**src/rtl/psram_bus_bridge.sv**
```systemverilog
// CPU6 byte bus to PSRAM controller bridge: address mapping, one-word read buffer,
// busy-gated strobes and a WAIT timeout that flags a sticky error.
module psram_bus_bridge #(
    parameter logic [21:0] BASE_ADDR = 22'h000000,
    parameter int unsigned TIMEOUT   = 255
) (
    input  logic        clock,
    input  logic        reset,
    input  logic        cpu_req,
    input  logic        cpu_we,
    input  logic [18:0] cpu_addr,
    input  logic [7:0]  cpu_wdata,
    output logic [7:0]  cpu_rdata,
    output logic        cpu_ack,
    output logic        cpu_err,
    output logic        mem_read,
    output logic        mem_write,
    output logic        mem_byte_write,
    output logic [21:0] mem_addr,
    output logic [15:0] mem_din,
    input  logic [15:0] mem_dout,
    input  logic        mem_busy
);

    typedef enum logic [2:0] {
        S_IDLE,
        S_ISSUE,
        S_GUARD,
        S_WAIT,
        S_DONE
    } state_t;

    localparam logic [9:0] TO_LAST = 10'(TIMEOUT - 1);

    state_t      state_q;
    logic        armed_q;
    logic        we_q;
    logic [21:0] addr_q;
    logic [7:0]  wdata_q;
    logic [9:0]  cnt_q;
    logic        to_q;
    logic [15:0] buf_word_q;
    logic [20:0] buf_tag_q;
    logic        buf_valid_q;
    logic [7:0]  rdata_q;
    logic        ack_q;
    logic        err_q;
    logic [21:0] eff_addr;
    logic        buf_match;

    assign eff_addr  = BASE_ADDR + {3'b000, cpu_addr};
    assign buf_match = buf_valid_q && (buf_tag_q == addr_q[21:1]);

    // Strobes follow mem_busy combinationally so they can only ever appear in ISSUE.
    assign mem_read       = (state_q == S_ISSUE) && !mem_busy && !we_q;
    assign mem_write      = (state_q == S_ISSUE) && !mem_busy && we_q;
    assign mem_byte_write = mem_write;
    assign mem_addr       = addr_q;
    assign mem_din        = {wdata_q, wdata_q};
    assign cpu_rdata      = rdata_q;
    assign cpu_ack        = ack_q;
    assign cpu_err        = err_q;

    always_ff @(posedge clock or posedge reset) begin
        if (reset) begin
            state_q     <= S_IDLE;
            armed_q     <= 1'b1;
            we_q        <= 1'b0;
            addr_q      <= '0;
            wdata_q     <= '0;
            cnt_q       <= '0;
            to_q        <= 1'b0;
            buf_word_q  <= '0;
            buf_tag_q   <= '0;
            buf_valid_q <= 1'b0;
            rdata_q     <= '0;
            ack_q       <= 1'b0;
            err_q       <= 1'b0;
        end else begin
            ack_q <= 1'b0;
            // A new request needs cpu_req to have been low since the last accept.
            if (!cpu_req) begin
                armed_q <= 1'b1;
            end
            case (state_q)
                S_IDLE: begin
                    if (cpu_req && armed_q) begin
                        armed_q <= 1'b0;
                        we_q    <= cpu_we;
                        addr_q  <= eff_addr;
                        wdata_q <= cpu_wdata;
                        to_q    <= 1'b0;
                        if (!cpu_we && buf_valid_q && (buf_tag_q == eff_addr[21:1])) begin
                            state_q <= S_DONE;
                        end else begin
                            state_q <= S_ISSUE;
                        end
                    end
                end
                S_ISSUE: begin
                    if (!mem_busy) begin
                        state_q <= S_GUARD;
                    end
                end
                S_GUARD: begin
                    cnt_q   <= '0;
                    state_q <= S_WAIT;
                end
                S_WAIT: begin
                    if (!mem_busy) begin
                        if (!we_q) begin
                            buf_word_q  <= mem_dout;
                            buf_tag_q   <= addr_q[21:1];
                            buf_valid_q <= 1'b1;
                        end else if (buf_match) begin
                            if (addr_q[0]) begin
                                buf_word_q[15:8] <= wdata_q;
                            end else begin
                                buf_word_q[7:0] <= wdata_q;
                            end
                        end
                        state_q <= S_DONE;
                    end else if (cnt_q == TO_LAST) begin
                        err_q       <= 1'b1;
                        buf_valid_q <= 1'b0;
                        to_q        <= 1'b1;
                        state_q     <= S_DONE;
                    end else begin
                        cnt_q <= cnt_q + 10'd1;
                    end
                end
                S_DONE: begin
                    ack_q <= 1'b1;
                    if (to_q) begin
                        rdata_q <= 8'hFF;
                    end else if (!we_q) begin
                        rdata_q <= addr_q[0] ? buf_word_q[15:8] : buf_word_q[7:0];
                    end
                    state_q <= S_IDLE;
                end
                default: begin
                    state_q <= S_IDLE;
                end
            endcase
        end
    end

endmodule
```
**config.mk**
```make
export PLATFORM = sky130hd
export DESIGN_NAME = psram_bus_bridge
export DESIGN_NICKNAME = d
export VERILOG_FILES = /design/src/rtl/psram_bus_bridge.sv
export SDC_FILE = /design/constraint.sdc
export NUM_CORES = 1
export LEC_CHECK = 0
export CAP_MARGIN = 20
export CORE_MARGIN = 4
export CORE_UTILIZATION = 51
export DETAILED_ROUTE_END_ITERATION = 8
export HOLD_SLACK_MARGIN = 0.05
export PLACE_DENSITY = 0.9
export SYNTH_ARGS = -nofsm -noshare
export SYNTH_HDL_FRONTEND = slang
export SYNTH_SLANG_ARGS = --single-unit
export TNS_END_PERCENT = 10
```
**constraint.sdc**
```tcl
create_clock -name clock -period 3.95 [get_ports clock]
set_clock_uncertainty 0.15 [all_clocks]
set_input_delay 1.185 -clock clock [delete_from_list [all_inputs] [get_ports clock]]
set_output_delay 1.185 -clock clock [all_outputs]
set_load 0.02 [all_outputs]
```
==> metrics.log <==
[metrics] Yosys reg bits: 88
[metrics] Fillers: about 600
[metrics] sum of net half-perimeters after detailed placement: ~7200 um
[metrics] total die area: roughly 10000 sq um
[metrics] min Tclk post-route: between 3 and 4 ns
[metrics] Finish-stage setup viols: 0
[metrics] core footprint: about 8300 sq um
[metrics] share of the synthesized area in the top cell type: about half
[metrics] Final GP Congestion: about 0.8
[metrics] routed wire length per instance: roughly 17 um
[metrics] share of synthesized area occupied by flip-flops and latches: roughly 50%
[metrics] initial standard-cell utilization of the core: 52.8%
[metrics] initial antenna violation count: 0
[metrics] first-pass GRT wire length: 16000 um
[metrics] Post-Syn Area: 4360 sq um
[metrics] Max VDD drop: 0.000469 V
[metrics] area growth from synthesis to layout: 28.3%
[metrics] via density per instance: 5.34
[metrics] number of DRC violations after detailed-routing iteration 0: 131
[metrics] Worst Setup End Kind: output pin
[metrics] cell type with the highest aggregate area in the netlist: dfrtp_1
[metrics] Hold WC Path Type: reg -> reg
[metrics] leading register cell type out of synthesis: dfrtp_1
[metrics] vertical extent of the die: around 100 um
[metrics] clock tree from TritonCTS: built
[metrics] number of buffer cells added on primary ports: between 90 and 100
[metrics] Inserted Clock Buffers: 9
[metrics] result of the run: finished clean
[metrics] Chip Width: around 100 um
[metrics] path type of the worst setup path: in -> out
[metrics] post-place setup slack: -0.0348 ns
[metrics] antenna diode instance count: 0
[metrics] antenna viol nets, final: 0
[metrics] number of distinct standard cells referenced by the synthesized netlist: 44
[metrics] top-level I/O count: 99
[metrics] transition time of the tightest slew-check pin: between 0.8 and 0.9 ns
[metrics] maximum buffer depth of the clock tree: 2
[metrics] share of async-settable or async-resettable flops after synthesis: 100%
[metrics] critical path arrival: 2.30 ns
[metrics] Post-synth EDFFs: 0
[metrics] areal power density over the cells: slightly above 800 nW/um^2
[metrics] Tcrit/Tclk final: 92.1%
[metrics] layout cells sized above 1: between 15 and 20%
[metrics] maximum fanout encountered on the critical timing path: 3
[metrics] max-capacitance violation count: 0
[metrics] Worst Hold Slack: 0.330 ns
[metrics] setup repair after global routing missed its margin: no
[metrics] DRC Markers: 0
[metrics] maximum clock rate: ~270 MHz
[metrics] clock root cell: clkbuf_8
[metrics] total via count in the routed design: between 3k and 4k
[metrics] # H-tree levels: 3
[metrics] final max-slew violation count: 0
[metrics] final wirelength: between 9000 and 10000 um
[metrics] hold-fix buffer count after cts: 0
[metrics] Final Net Count: between 500 and 600
[metrics] Post-Synthesis Cells: just under 400
[metrics] Final WS setup: 0.313 ns
[metrics] data required time of the worst path: ~2.6 ns
[metrics] multi-input gate area in the final layout: between 1500 and 2000 sq um
[metrics] 1st-pass router iterations: 6
[metrics] vias in the first global route: approximately 3.2k
[metrics] Max-slew headroom: a little over two fifths
[metrics] largest net degree at the start of global routing: between 50 and 60
[metrics] clk_lat worst skew: about 0.35 ns
[metrics] FP Rows: 33
[metrics] Synth Warn #: 0
[metrics] leakage power total: 2.39 nW
[metrics] cell types occupying the most area after synthesis: dfrtp_1 50%, mux2_2 15%, xnor2_1 4.2%
[metrics] kind of launch point of the worst setup path: primary input
[metrics] remaining global-route overflow: 0
[metrics] number of hold violations in the final report: 0
[metrics] clock slew at reported path FFs: approximately 0.080 ns
[metrics] CTS sink cnt: 88
[metrics] Register Area: 2200 sq um
[metrics] commonest cells in the synthesized netlist: 87 x dfrtp_1, 59 x mux2_2, 32 x o21ai_0, 29 x nand2_1, 24 x inv_1
[metrics] leading cell type by number of instances after synthesis: dfrtp_1
[metrics] synthesized area per cell: 11.0 sq um
[metrics] Tot GR Track Use: roughly 20%
[metrics] number of buffers inserted to repair setup after CTS: 0
power breakdown:
group          switching, mW  leakage (nW)  internal, mW
combinational          0.913          1.17          1.05
sequential             0.443          1.09          1.29
clock                  0.312         0.130         0.502
kinds of logic after synthesis:
logic type / Yosys count / share of synthesized area, %
simple gates: 94 / 11.4
other cells: 1 / 0.0859
fa+ha+maj: 2 / 0.573
buf+inv: 54 / 6.31
xor+xnor: 39 / 7.83
mux: 59 / 15.2
compound gates: 58 / 8.06
flops: 88 / 50.5
state kept, by name, summed over array words and instances (netlist names):
register and count:
cpu_rdata 8, we_q 1, cnt_q 10, armed_q 1, wdata_q 8, to_q 1, buf_valid_q 1, buf_tag_q 18
mem_addr 19, cpu_err 1, buf_word_q 16, cpu_ack 1, state_q 3
final timing paths:
kind / start / endpoint / slack, ns / depth (start not counted)
setup / recovery: mem_busy / mem_byte_write / 0.31 / 3
hold / removal: cpu_err$_DFFE_PP0P_ / cpu_err$_DFFE_PP0P_ / 0.33 / 1
setup reg to reg: state_q[0]$_DFFE_PP0P_ / buf_word_q[13]$_DFFE_PP0P_ / 1.39 / 5
hold reg to reg: cpu_err$_DFFE_PP0P_ / cpu_err$_DFFE_PP0P_ / 0.33 / 1
max in group asynchronous: reset / armed_q$_DFF_PP1_ / 1.84 / 3
min in group asynchronous: reset / cpu_rdata[6]$_DFFE_PP0P_ / 1.09 / 2
layer usage:
metal	global-route usage, %	share of wire, %	vias up
li1	-	-	1504
met1	27.0	43	1539
met2	33.1	50	83
met3	4.98	5.2	20
met4	5.18	1.4	0
met5	0	0	-
critical path: stages:
cell	delay [ns]
clkdlybuf4s50_1	0.44
nor4_1	0.30
dlygate4sd2_1	0.38
cell type report:
cell class,count,area share (%)
clock inverter,5,2.28
inverter,24,1.63
multi-input combinational,255,33.9
timing repair buffer,101,18.0
clock buffer,11,2.53
sequential,88,39.4
tap,105,2.35
timing repair:
item                       CTS  global route
pin swaps                    0             0
resized for setup            2             1
setup endpoints to repair    2             1
cells in the final DEF (no fill, tap or decap), drive strengths merged, types with 6 or more instances in the layout:
master / Yosys / final
dfrtp: 87 / 87
nor2b: 9 / 9
buf: 21 / 6
nand2: 29 / 29
nor3: 8 / 8
inv: 24 / 23
mux2: 59 / 59
nand3: 10 / 10
xor2: 18 / 18
o21ai: 33 / 33
clkdlybuf4s50: 0 / 92
a21oi: 6 / 6
xnor2: 21 / 21
a211oi: 10 / 10
nor2: 10 / 10
nor4: 8 / 8
clkbuf: 9 / 11
through the flow:
| step | utilization [%] | std cells | setup TNS, ns | cell area, sq um | power, mW |
|---|---|---|---|---|---|
| finish | 67.8 | 589 | 0 | 5600 | 4.51 |
| global route | 67.8 | 589 | 0 | 5600 | 4.78 |
| CTS | 67.8 | 589 | 0 | 5600 | 4.53 |
| detailed placement | 64.5 | 573 | -0.0598 | 5330 | 3.71 |
| global placement | 64.5 | 573 | 0 | 5330 | 3.61 |
| floorplan | - | 397 | 0 | 4370 | 2.98 |
(Power assumes the default switching activity.)
